[src/rtl/serial_add_pkg.sv]
// Shared types and limits for the bit-serial adder.
package serial_add_pkg;
  typedef enum logic [1:0] {S_IDLE, S_RUN, S_FIN} state_t;
  localparam int SA_MAX_WIDTH = 32;
endpackage

[src/rtl/serial_fa_cell.sv]
// Combinational 1-bit full adder cell, sequenced by serial_adder_ctrl.
module serial_fa_cell (
  input  logic a,
  input  logic b,
  input  logic ci,
  output logic s,
  output logic co
);
  assign s  = a ^ b ^ ci;
  assign co = (a & b) | (ci & (a ^ b));
endmodule

[src/rtl/serial_adder_ctrl.sv]
// Bit-serial WIDTH-bit adder: one full-adder cell stepped LSB-first over WIDTH cycles.
// Optional SERIAL_ADD_SUB_EN adds a 'sub' port for two's-complement A-B.
module serial_adder_ctrl
  import serial_add_pkg::*;
#(
  parameter int WIDTH = 8
) (
  input  logic             clk,
  input  logic             rst_n,
  input  logic             start,
  input  logic [WIDTH-1:0] op_a,
  input  logic [WIDTH-1:0] op_b,
  input  logic             cin,
`ifdef SERIAL_ADD_SUB_EN
  input  logic             sub,
`endif
  output logic             busy,
  output logic             done,
  output logic [WIDTH-1:0] sum,
  output logic             cout
);
  localparam int IW = (WIDTH > 1) ? $clog2(WIDTH) : 1;
  localparam logic [IW-1:0] LAST = IW'(WIDTH - 1);

  if (WIDTH < 2 || WIDTH > SA_MAX_WIDTH) begin : g_bad_width
    $error("serial_adder_ctrl: WIDTH out of range");
  end

  state_t           state_q, state_d;
  logic [WIDTH-1:0] a_q, a_d, b_q, b_d, sum_q, sum_d;
  logic [IW-1:0]    idx_q, idx_d;
  logic             carry_q, carry_d, cout_q, cout_d;
  logic             busy_q, busy_d, done_q, done_d;
  logic             fa_s, fa_c, sub_i;

`ifdef SERIAL_ADD_SUB_EN
  assign sub_i = sub;
`else
  assign sub_i = 1'b0;
`endif

  serial_fa_cell u_fa (
    .a (a_q[0]),
    .b (b_q[0]),
    .ci(carry_q),
    .s (fa_s),
    .co(fa_c)
  );

  always_comb begin
    state_d = state_q;
    a_d     = a_q;
    b_d     = b_q;
    sum_d   = sum_q;
    idx_d   = idx_q;
    carry_d = carry_q;
    cout_d  = cout_q;
    busy_d  = busy_q;
    done_d  = 1'b0;
    case (state_q)
      S_IDLE, S_FIN: begin
        state_d = S_IDLE;
        if (start) begin
          // Subtract as A + ~B + 1; cin is ignored in that mode.
          state_d = S_RUN;
          a_d     = op_a;
          b_d     = sub_i ? ~op_b : op_b;
          carry_d = sub_i ? 1'b1 : cin;
          idx_d   = '0;
          busy_d  = 1'b1;
          sum_d   = '0;
        end
      end
      S_RUN: begin
        sum_d   = {fa_s, sum_q[WIDTH-1:1]};
        carry_d = fa_c;
        a_d     = a_q >> 1;
        b_d     = b_q >> 1;
        if (idx_q == LAST) begin
          cout_d  = fa_c;
          busy_d  = 1'b0;
          done_d  = 1'b1;
          state_d = S_FIN;
        end else begin
          idx_d = idx_q + 1'b1;
        end
      end
      default: state_d = S_IDLE;
    endcase
  end

  always_ff @(posedge clk or negedge rst_n) begin
    if (!rst_n) begin
      state_q <= S_IDLE;
      a_q     <= '0;
      b_q     <= '0;
      sum_q   <= '0;
      idx_q   <= '0;
      carry_q <= 1'b0;
      cout_q  <= 1'b0;
      busy_q  <= 1'b0;
      done_q  <= 1'b0;
    end else begin
      state_q <= state_d;
      a_q     <= a_d;
      b_q     <= b_d;
      sum_q   <= sum_d;
      idx_q   <= idx_d;
      carry_q <= carry_d;
      cout_q  <= cout_d;
      busy_q  <= busy_d;
      done_q  <= done_d;
    end
  end

  assign busy = busy_q;
  assign done = done_q;
  assign sum  = sum_q;
  assign cout = cout_q;
endmodule
[config.mk]
export PLATFORM = sky130hd
export DESIGN_NAME = serial_adder_ctrl
export DESIGN_NICKNAME = d
export VERILOG_FILES = /design/src/rtl/serial_add_pkg.sv /design/src/rtl/serial_fa_cell.sv /design/src/rtl/serial_adder_ctrl.sv
export SDC_FILE = /design/constraint.sdc
export NUM_CORES = 1
export LEC_CHECK = 0
export ABC_AREA = 1
export CAP_MARGIN = 20
export CORE_ASPECT_RATIO = 1.25
export CORE_UTILIZATION = 38
export DETAILED_ROUTE_END_ITERATION = 16
export DONT_BUFFER_PORTS = 1
export SYNTH_ARGS = -nofsm -noshare
export SYNTH_HDL_FRONTEND = slang
export SYNTH_SLANG_ARGS = --single-unit
[constraint.sdc]
create_clock -name clk -period 3.7 [get_ports clk]
set_clock_uncertainty 0.05 [all_clocks]
set_input_delay 0.37 -clock clk [delete_from_list [all_inputs] [get_ports clk]]
set_output_delay 0.37 -clock clk [all_outputs]
set_load 0.005 [all_outputs]
==> metrics, run 1 <==
minimum clock period=1.60 ns; final slew viol count=0; r2r endpoint=busy; Synth warnings=0; # DRC=0; Hold Path Class=input pin to register; worst r2r path cells=5; Leak=0.000985 uW; critical path class=register to register; M2 GR Usage=0.252; vias in the first global route=1118; initial antenna violation count=0; vias per std cell=4.56; wire per inst=12.2 um; #FFs+latches synth=33; power share of the clock group=0.205; clock-pin slew on the worst setup and hold paths=0.07 ns; crit-path max FO=23; Yosys cell types=18; die width=between 50 and 60 um; outcome=completed; Slew HR=0.651; Layout fillers=between 400 and 500; hold depth=2; first-pass GRT wire length=5170 um; measured slew at the worst slew-check pin=~0.52 ns; Port Buffers=0; final setup violation count=0; DRT antenna net count=0; Netlist Area Pre-Place=0.00159 sq mm; fraction of layout cells with a size suffix above 1=0.125; Data required, critical path=3.82 ns; # IOs=31; layout overhead on the synthesized area=8.48%; Worst Setup End Kind=register; TritonCTS clock tree=done; GR Overflow Total=0; Routed WL=3100 um; busiest grt layer=met2; n_diodes=0; root buf cell=clkbuf_8; die height=around 74 um; Syn Inst Count=196; combinational share of power=0.352; CTS sink count=33; met3 Resource Use GR=0.0522; P_sw=573 uW; Initial Util=0.408; CP startpoint kind=register; Max Freq=~0.63 GHz; flop2flop setup slack=2.10 ns; MaxCap Viol Count=0; met1 GRT Util=0.197; Int Pwr=between 800 and 900 uW; Clock Latency Late Sink=0.28 ns; die area=0.00446 sq mm; TritonCTS Buffers=5; sequential power share=0.443; Worst Hold Slack=0.152 ns; H-Tree Depth=2; Max VDD drop=0.305 mV; hpwl dp=just over 2000 um; min-delay src=op_a[7]; Power per Cell Area=833 mW/mm^2; via count=between 1000 and 1500; Sw Ratio=0.398; core area=0.00391 sq mm; Min-Delay Endpoint=a_q[7]; pre-CTS setup slack=approximately 2.1 ns; setup TNS after final layout=0 ns; deepest clock path buffer count=2; Cell Area, Placed=0.00160 sq mm; Core Rows=25; post-route setup slack=2.10 ns; PostCTS Resize Cnt=0; GPL Wtd Cong=around 0.73; final worst-path cycle share=0.432; TritonRoute pass-1 iters=5; CP arrival=1.72 ns; largest net degree at the start of global routing=34; nets@finish=222; register area share after synthesis=0.518; unrepaired setup endpoints after global routing=false; Finished Cell Area=0.00173 sq mm; Iter 0 DRT Violations=66; Syn Area/Cell=8.13 sq um; syn_nets=219; endpoints failing hold=0; Reg2Reg Launch Point=state_q[0]; GRT Overall Usage=0.163
[through the flow]
step,total power (uW),cells,util
floorplan,1090,196,-
global placement,1130,244,0.409
detailed placement,1150,244,0.409
CTS,1460,254,0.442
global route,1590,254,0.442
finish,1440,254,0.442
[state kept, by name (all words and copies together), names as in the netlist]
register  cells
a_q           8
b_q           8
busy          1
carry_q       1
cout          1
done          1
idx_q         3
state_q       2
sum           8
[Yosys cell counts]
master	number	area, sq um
nand3_1	21	105
inv_4	1	6.26
o21ai_0	1	5.00
or2_2	1	6.26
dfrtp_1	33	826
nand2_2	10	62.6
buf_12	1	20.0
buf_2	2	10.0
nand2_4	2	22.5
nand2_1	88	330
ha_1	2	25.0
inv_2	1	3.75
buf_6	3	33.8
o21ai_1	1	5.00
nor2_4	1	11.3
nor2_1	2	7.51
fa_1	1	20.0
inv_1	25	93.8
[cells by family after synthesis]
family	count (synthesis)	synth area share
and+or+nand+nor	125	0.342
AOI/OAI and AO/OA	2	0.00627
adders and majority gates	3	0.0283
buffers and inverters	33	0.105
DFF	33	0.518
[how the worst max path moves through the flow]
stage,startpoint,to,slack (ns),cells past startpoint
6_report,state_q[0],busy,2.10,5
5_1_grt,state_q[0],busy,1.88,5
4_1_cts,state_q[0],busy,2.07,5
3_5_place_dp,state_q[0],busy,2.09,5
3_3_place_gp,state_q[0],busy,2.15,5
2_1_floorplan,carry_q,sum[7],2.40,4
[worst max-delay path, cell delays in order, from the launching register on]
cell and delay, ns:
dfrtp_1 0.43, inv_2 0.17, nor2_4 0.45, nand2_1 0.22
o21ai_0 0.12, inv_1 0.05
[power groups by stage]
stage	Combinational [uW]	Sequential, uW	Clock, uW
after floorplan	476	615	0
after global placement	487	644	0
after detailed placement	506	645	0
after CTS	517	641	306
after global routing	608	661	322
final	507	639	295
[final cells by class]
| type | count | area (sq um) | area share |
|---|---|---|---|
| tap | 54 | 67.6 | 0.0391 |
| sequential | 33 | 826 | 0.478 |
| clock buffer | 7 | 96.3 | 0.0557 |
| inverter | 27 | 104 | 0.0601 |
| multi-input combinational | 130 | 601 | 0.347 |
| clock inverter | 1 | 5.00 | 0.00289 |
| timing repair buffer | 2 | 30.0 | 0.0174 |
[placed cells by master (no fill, tap or decap)]
cell / synthesis / routed
nor2_1: 2 / 2
nand3_1: 21 / 21
dlygate4sd3_1: 0 / 1
buf_12: 1 / 1
dfrtp_1: 33 / 33
nor2_4: 1 / 1
nand2_1: 88 / 88
nand2_2: 10 / 10
fa_1: 1 / 1
nand2_4: 2 / 2
clkinv_2: 0 / 1
ha_1: 2 / 2
inv_4: 1 / 1
o21ai_1: 1 / 1
or2_2: 1 / 1
clkbuf_8: 0 / 7
inv_2: 1 / 1
o21ai_0: 1 / 1
inv_1: 25 / 25
[timing repair]
item	in CTS	in global routing
setup buffers	0	0
setup endpoints to repair	0	0
hold endpoints to repair	33	0
hold buffers	2	0
[per-layer routing]
metal,routed length [um],share of wire,vias up
met5,0,0,-
met4,70,0.023,0
met3,144,0.047,5
met2,1490,0.48,31
met1,1390,0.45,535
li1,-,-,587
Note: power is estimated with default switching activity, not from simulation.
==> run 2: changes to the inputs <==
clock period = 1.3 ns   (was 3.7 ns; I/O delays follow)
==> metrics, run 2 (synthesized netlist as in run 1, its figures left out) <==
outcome=completed; TritonRoute pass-1 iters=4; Initial Util=0.408; GPL Wtd Cong=0.708; first-pass GRT wire length=5440 um; via count=1218; die width=59.9 um; Reg2Reg Launch Point=carry_q; GRT Overall Usage=0.171; die height=74.4 um; DRT antenna net count=0; initial antenna violation count=0; Iter 0 DRT Violations=23; Slew HR=0.755; minimum clock period=1.26 ns; largest net degree at the start of global routing=34; GR Overflow Total=0; deepest clock path buffer count=2; TritonCTS clock tree=done; final worst-path cycle share=0.965; core area=0.00391 sq mm; setup TNS after final layout=0 ns; unrepaired setup endpoints after global routing=true; Cell Area, Placed=around 0.0017 sq mm; hold depth=4; Worst Hold Slack=0.00912 ns; Hold Path Class=input pin to register; layout overhead on the synthesized area=18.2%; fraction of layout cells with a size suffix above 1=0.200; final core occ=0.482; commonest cells after routing, fill and taps aside=87 x nand2_1, 32 x dfrtp_1, 22 x inv_1; measured slew at the worst slew-check pin=0.365 ns; Worst Setup End Kind=register; CP startpoint kind=register; Clock Latency Late Sink=0.28 ns; Data required, critical path=1.48 ns; # DRC=0; die area=roughly 0.0045 sq mm; placed insts=254; Leak=0.00106 uW; commonest non-fill, non-tap cell in the layout=nand2_1; final cell count without fillers=between 200 and 300; # IOs=31; Port Buffers=0; clock-pin slew on the worst setup and hold paths=0.07 ns; vias per std cell=4.53; n_diodes=0; min-delay src=op_a[2]; crit-path max FO=2; vias in the first global route=approximately 1200; CTS sink count=33; MaxCap Viol Count=0; hpwl dp=2120 um; Critical Path Source=carry_q; TritonCTS Buffers=5; Finished Cell Area=0.00188 sq mm; wire per inst=11.6 um; endpoints failing hold=0; Power per Cell Area=between 2000 and 2500 mW/mm^2; Layout fillers=407; Max Freq=0.797 GHz; Core Rows=25; Max VDD drop=0.979 mV; CP arrival=1.43 ns; root buf cell=clkbuf_8; final slew viol count=0; final setup violation count=0; worst r2r path cells=4; critical path class=register to register; Routed WL=approximately 3100 um; H-Tree Depth=2; nets@finish=237
-- run 2: what timing repair did --
action	CTS	global route
buffers inserted	1	0
gates resized for setup	4	6
hold endpoints to repair	37	0
hold buffers	6	0
setup endpoints to repair	4	9
pin swaps	3	2
gates cloned	0	0
-- run 2: routing by layer --
metal | GRT usage | wire length, um
met1 | 0.204 | 1460
met2 | 0.273 | 1430
met3 | 0.0522 | 164
met4 | 0.0930 | 65
met5 | 0 | 0
-- run 2: cell type report --
cell class                 instances  area, sq um  area share
clock buffer                       6         72.6      0.0385
inverter                          27          104      0.0551
sequential                        33          827       0.439
tap                               54         67.6      0.0359
multi-input combinational        130          626       0.332
clock inverter                     2         10.0     0.00531
timing repair buffer              17          178      0.0943
-- run 2: per-stage QoR --
step,total power (uW),worst slack (ns)
after global routing,4840,-0.0254
after CTS,4440,0.00345
after detailed placement,3570,-0.0422
after floorplan,3100,0.00210
final,4410,0.0449
after global placement,3510,0.0118
-- run 2: worst max-delay path, cell delays in order, from the launching register on --
cell	delay, ns
dfrtp_1	0.36
inv_2	0.05
fa_1	0.46
or2_4	0.23
nand2_1	0.06
-- run 2: report_power, final --
part           switching [uW]  total (uW)  internal, uW
Sequential                340        1820          1480
Combinational            1020        1850           829
Clock                     366         736           370
Total                    1730        4410          2680
-- run 2: worst paths after layout --
check,end,slack (ns)
setup / recovery,sum[7],0.04
hold / removal,a_q[2],0.009
setup reg to reg,sum[7],0.04
hold reg to reg,a_q[7],0.43
max in group asynchronous,state_q[0],0.76
min in group asynchronous,state_q[0],0.26
